### src/rtl/microtile_alu_acc.sv
// microtile_alu_acc: two-operand ALU with a persistent accumulator.
// Supports add, subtract, accumulate and clear. The accumulator can wrap or
// saturate. Results leave through one registered valid/ready stage, and the
// block counts every accepted transaction.
module microtile_alu_acc #(
    parameter int W     = 4,
    parameter int ACC_W = 8,
    parameter int SAT   = 0,
    parameter int CNT_W = 4
) (
    input  logic             clk,
    input  logic             rst_n,
    input  logic             in_valid,
    output logic             in_ready,
    input  logic [W-1:0]     a,
    input  logic [W-1:0]     b,
    input  logic [1:0]       mode,
    output logic             out_valid,
    input  logic             out_ready,
    output logic [ACC_W-1:0] result,
    output logic             neg,
    output logic             ovf,
    output logic [CNT_W-1:0] txn_cnt
);

    typedef enum logic [1:0] {
        MODE_ADD = 2'b00,
        MODE_SUB = 2'b01,
        MODE_ACC = 2'b10,
        MODE_CLR = 2'b11
    } mode_e;

    logic [ACC_W-1:0] acc;
    logic [ACC_W-1:0] a_ext;
    logic [ACC_W-1:0] b_ext;
    logic [ACC_W:0]   acc_sum;
    logic [ACC_W-1:0] res_nxt;
    logic             neg_nxt;
    logic [ACC_W-1:0] acc_nxt;
    logic             ovf_nxt;
    logic             accept;

    // A new transaction fits when the output register is empty or drains this cycle.
    assign in_ready = !out_valid || out_ready;
    assign accept   = in_valid && in_ready;

    assign a_ext = ACC_W'(a);
    assign b_ext = ACC_W'(b);

    // The accumulate sum keeps one extra bit, so a carry out of ACC_W bits is
    // visible as overflow.
    assign acc_sum = {1'b0, acc} + (ACC_W+1)'(a) + (ACC_W+1)'(b);

    // Operation decode: the result and the next accumulator/ovf state for the
    // transaction on the inputs.
    always_comb begin
        // NOTE: every output of this block gets a value before the case, so no
        // path through it can leave a signal unassigned and infer a latch.
        res_nxt = '0;
        neg_nxt = 1'b0;
        acc_nxt = acc;
        ovf_nxt = ovf;
        case (mode_e'(mode))
            MODE_ADD: res_nxt = a_ext + b_ext;
            MODE_SUB: begin
                res_nxt = a_ext - b_ext;
                neg_nxt = (a < b);
            end
            MODE_ACC: begin
                if (acc_sum[ACC_W]) begin
                    ovf_nxt = 1'b1;
                    acc_nxt = (SAT != 0) ? '1 : acc_sum[ACC_W-1:0];
                end else begin
                    acc_nxt = acc_sum[ACC_W-1:0];
                end
                res_nxt = acc_nxt;
            end
            MODE_CLR: begin
                acc_nxt = '0;
                ovf_nxt = 1'b0;
            end
        endcase
    end

    // State and output register. Reset takes priority over any handshake.
    // Accept loads a new result. A consume with no accept only drops out_valid.
    always_ff @(posedge clk) begin
        // NOTE: sequential state uses non-blocking assignments, so every
        // register samples values from before the edge.
        if (!rst_n) begin
            acc       <= '0;
            ovf       <= 1'b0;
            result    <= '0;
            neg       <= 1'b0;
            out_valid <= 1'b0;
            txn_cnt   <= '0;
        end else if (accept) begin
            acc       <= acc_nxt;
            ovf       <= ovf_nxt;
            result    <= res_nxt;
            neg       <= neg_nxt;
            out_valid <= 1'b1;
            txn_cnt   <= txn_cnt + 1'b1;
        end else if (out_ready) begin
            out_valid <= 1'b0;
        end
    end

endmodule

### config.mk
export PLATFORM = sky130hd
export DESIGN_NAME = microtile_alu_acc
export DESIGN_NICKNAME = d
export VERILOG_FILES = /design/src/rtl/microtile_alu_acc.sv
export SDC_FILE = /design/constraint.sdc
export NUM_CORES = 1
export LEC_CHECK = 0
export ABC_AREA = 1
export CORE_ASPECT_RATIO = 1.5
export CORE_MARGIN = 5
export CORE_UTILIZATION = 40
export CTS_CLUSTER_SIZE = 16
export DETAILED_ROUTE_END_ITERATION = 8
export GPL_TIMING_DRIVEN = 0
export PLACE_DENSITY_LB_ADDON = 0.1
export SYNTH_ARGS = -nofsm -noshare
export SYNTH_HDL_FRONTEND = slang
export SYNTH_SLANG_ARGS = --single-unit
### constraint.sdc
create_clock -name clk -period 2.4 [get_ports clk]
set_clock_uncertainty 0.05 [all_clocks]
set_input_delay 0.48 -clock clk [delete_from_list [all_inputs] [get_ports clk]]
set_output_delay 0.48 -clock clk [all_outputs]
set_load 0.01 [all_outputs]
# Word-level counts from Yosys, hierarchy flattened
# Cells that the tools add are included.
dict set report word_totals {
  regBits 23
  in_bits 14
  elab_cells 31
}
dict set report op_classes {
  add_sub_neg 5
  n_lt_le_gt_ge 1
  eq_ne 4
  mux 7
  reduce_logical 8
}
# operator n
set op_table {}
lappend op_table {{8-bit one-hot mux with 3 select lines} 1}
lappend op_table {{8-bit one-hot mux with 2 select lines} 1}
lappend op_table {{8-bit by 4-bit adder with 9-bit output} 1}
lappend op_table {{9-bit by 4-bit adder with 9-bit output} 1}
lappend op_table {{4-bit by 4-bit adder with 5-bit output} 1}
lappend op_table {{4-bit by 4-bit subtractor with 5-bit output} 1}
lappend op_table {{4-bit by 1-bit adder with 4-bit output, second input constant} 1}
lappend op_table {{2-bit == test, second input constant} 2}
lappend op_table {{4-bit less-than comparator} 1}
lappend op_table {{1-bit two-way mux} 4}
lappend op_table {{2-bit nonzero test} 2}
lappend op_table {{3-bit AND reduction} 1}
lappend op_table {{2-bit by 1-bit == test with 1-bit output, second input constant} 1}
lappend op_table {{2-bit zero test} 1}
lappend op_table {{2-bit inequality test, second input constant} 1}
lappend op_table {{1-bit one-hot mux with 2 select lines} 1}
lappend op_table {{2-bit AND reduction} 1}
lappend op_table {{1-bit logical AND} 1}
lappend op_table {{1-bit zero test} 1}
lappend op_table {{1-bit logical OR} 1}

# Depth between registers and ports, before layout
dict set report depth {
  ltp_word 4
  depth_mapped 12
  mapped_depth_nobuf 12
}

# Least setup slack after synthesis
# Ideal clock, no wire load.
dict set report synth_path {
  path_kind {input to register}
  from {input port a[1]}
  to {register result[2]}
  arrival_ns 2.159
  path_slack_ns 0.123
  stages 9
  n_path_buf 0
  path_cell_list {fa_1 > ha_1 > inv_1 > fa_1 > nor3_1 > inv_1 > o211ai_2 > nand2_1 > a21oi_2}
}
dict set report synth_between {
  elab_chain_len 3
  word_cells_on_any_way 5
  classes_between {4 x add/sub; 1 x mux}
}
# item line_no
set synth_lines {}
lappend synth_lines {{start: declaration} 15} ;# input logic [W-1:0] a,
lappend synth_lines {{8-bit by 4-bit adder with 9-bit output} 52} ;# assign acc_sum = {1'b0, acc} + (ACC_W+1)'(a) + (ACC_W+1)'(b);
lappend synth_lines {{9-bit by 4-bit adder with 9-bit output} 52}
lappend synth_lines {{8-bit one-hot mux with 3 select lines *} 63} ;# case (mode_e'(mode))
lappend synth_lines {{end signal: assignment} 100} ;# result <= res_nxt;
lappend synth_lines {{end: declaration} 20} ;# output logic [ACC_W-1:0] result,
# Every way passes the cells marked *; elsewhere a longest branch is shown, timed or not.
# A chain may end at the register's enable or synchronous reset.

# Worst setup path after layout
dict set report layout_path {
  from {input port a[0]}
  to {register result[2]}
}
# Same word-level chain as after synthesis.

==> flow_summary.json <==
{
  "outcome": "completed",
  "max_freq_mhz": 438,
  "pin_count": 30,
  "grt_use_met1_pct": 18.1,
  "drc": 0,
  "top_usage_layer": "met2",
  "gr-total-overflow": 0,
  "crit_required_ps": 2560,
  "first_pass_iters": 4,
  "p_comb_share_pct": 31.5,
  "clock-sinks": 23,
  "drive_gt1_share_pct": 13.0,
  "clk_pin_slew_ps": 90,
  "avgSynthCellArea_um2": 7.23,
  "setup_ws_ps": 115,
  "finalNonFillerCells": 307,
  "grt_pass1_vias": 1501,
  "vdd_drop_max_v": 0.000381,
  "core_area_um2": 3960,
  "post-dp-hpwl_um": 3170,
  "maxSlewViolCount": 0,
  "initial_core_util_pct": 41.5,
  "routed_wl_um": 3930,
  "rows": 28,
  "worstPathArrival_ps": 2440,
  "die_width_um": 62.3,
  "p_sw_share_pct": 32.2,
  "synth_top_cell_by_area": "dfxtp_1",
  "fin_crit_ps": 2290,
  "final_common_cell": "nand2_1",
  "intPower_mw": 0.655,
  "grt_max_degree": 14,
  "netlist_top_cells_area": "dfxtp_1 (28%), nand2_1 (14%), ha_1 (9.9%)",
  "tightest_slew_ps": 379,
  "seq_area_frac_synth_pct": 28.0,
  "wl_per_cell_um": 12.8,
  "hp-class": "register to register",
  "antenna_found_initial": 0,
  "yosys_warnings": 0,
  "timing.final.crit_share_pct": 95.2,
  "crit_path_start_kind": "input pin",
  "hold_start": "ovf",
  "place_worst_setup_slack_ps": -667,
  "layout_common_cells": "nand2_1 (63), inv_1 (30), dfxtp_1 (23), clkdlybuf4s50_1 (21), nand3_1 (20)",
  "grtUsageMet3_pct": 2.16,
  "numCtsBuffers": 3,
  "final_nets": 297,
  "postSynthCellCount": 227,
  "gp_congestion": 0.880,
  "vias_per_cell": 4.92,
  "p_seq_share_pct": 42.8,
  "clk_latency_ps": 270,
  "drt-initial-drc-count": 31,
  "endpoint_kind": "register",
  "finalHoldViolCount": 0,
  "portBuffers": 29,
  "cts-root-buf": "clkbuf_8",
  "power_density_nw_per_um2": 465,
  "num_antenna_cells": 0,
  "cp_max_fo": 3,
  "synth-seq-cells": 23,
  "worst_hold_slack_ps": 406,
  "reg2reg_from": "acc[1]",
  "vias": 1510,
  "synthToLayoutAreaGrowth_pct": 26.6,
  "clock_path_buffers": 2,
  "synth_top_area_share_pct": 28.0,
  "maxSlewHeadroom_pct": 74.6,
  "cts_tree": "built",
  "syn_nets": 261,
  "placedCellCount": 301,
  "power_leakage_nw": 0.933,
  "netSwitchingPower_mw": 0.311,
  "grtUsageMet2_pct": 27.0,
  "grt_use_total_pct": 14.9,
  "cp-startpoint": "a[0]",
  "critical_path_class": "input pin to register",
  "netlist_area_um2": 1640,
  "grt_pass1_wl_um": 6710,
  "p_clk_share_pct": 25.7,
  "setup_viol": 0,
  "synth_cell_types": 29,
  "die_h_um": 88.5,
  "ant_nets": 0,
  "htreeDepth": 1,
  "die_area_um2": 5510,
  "fin_util_pct": 52.5,
  "drv_cap": 0
}
routing by layer:
metal,part of all wire (%),vias to the layer above
li1,-,805
met1,45,673
met2,49,25
met3,4.1,7
met4,1.4,0
met5,0,-
repair_timing:
item,in CTS,in global routing
hold buffers,0,0
setup endpoints to repair,8,10
buffers inserted,1,1
pin swaps,1,4
resized for setup,10,11
synthesized netlist by cell type, drive strengths merged:
| cell | count |
|---|---|
| nand2 | 66 |
| inv | 33 |
| a21oi | 23 |
| dfxtp | 23 |
| nand3 | 20 |
| ha | 13 |
| nor2 | 12 |
| fa | 7 |
| nand4 | 7 |
| buf | 6 |
| o21ai | 6 |
| a31oi | 2 |
| nand3b | 2 |
| clkinv | 1 |
| nor3 | 1 |
| nor3b | 1 |
| o211ai | 1 |
| o311ai | 1 |
| o31ai | 1 |
| or2 | 1 |
power groups by stage:
stage          Combinational [mW]  Sequential [mW]  Clock, mW
2_1_floorplan               0.174            0.427          0
3_5_place_dp                0.289            0.422          0
4_1_cts                     0.294            0.413      0.255
6_report                    0.305            0.413      0.248
3_3_place_gp                0.287            0.421          0
5_1_grt                     0.346            0.416      0.272
critical path, cell delays in order:
cell and delay (ps):
dlygate4sd2_1 290, fa_1 450, ha_2 200, inv_1 70, fa_2 430, nor3_2 200, inv_1 70, o211ai_2 70
nand2_1 80, a21oi_2 100
cell type report:
type                       instances  area [µm²]
buffer                             6        51.3
inverter                          34         128
clock buffer                       3        41.3
timing repair buffer              31         295
clock inverter                     1        5.00
fill                             397        1880
tap                               45        56.3
multi-input combinational        164        1040
sequential                        23         460
state kept, by name, indices dropped and copies added (netlist names):
name       count
txn_cnt        4
neg            1
out_valid      1
result         8
acc            8
ovf            1
stage by stage:
stage                     power [mW]  cell area (µm²)  TNS, ps
after floorplan                0.601             1640        0
after global placement         0.708             1990    -5150
after detailed placement       0.711             1990    -5450
after CTS                      0.962             2040        0
after global routing            1.03             2080    -1.08
final                          0.966             2080        0
path summary, 6_finish.rpt:
check               to  slack [ps]  cells past startpoint
max          result[2]         110                     10
min                ovf         410                      2
max reg2reg  result[7]         270                     12
min reg2reg        ovf         410                      2
logic make-up (layout without fill, tap and decap cells):
kind of cell,Yosys count,after routing,synth area share [%]
flip-flops,23,23,28.0
adder cells (fa/ha/maj),20,20,18.4
AND/OR/NAND/NOR,110,110,30.3
AO/OA/AOI/OAI,34,34,12.3
buffers and inverters,40,75,10.9
No activity file was read; power rests on OpenSTA's default activity.
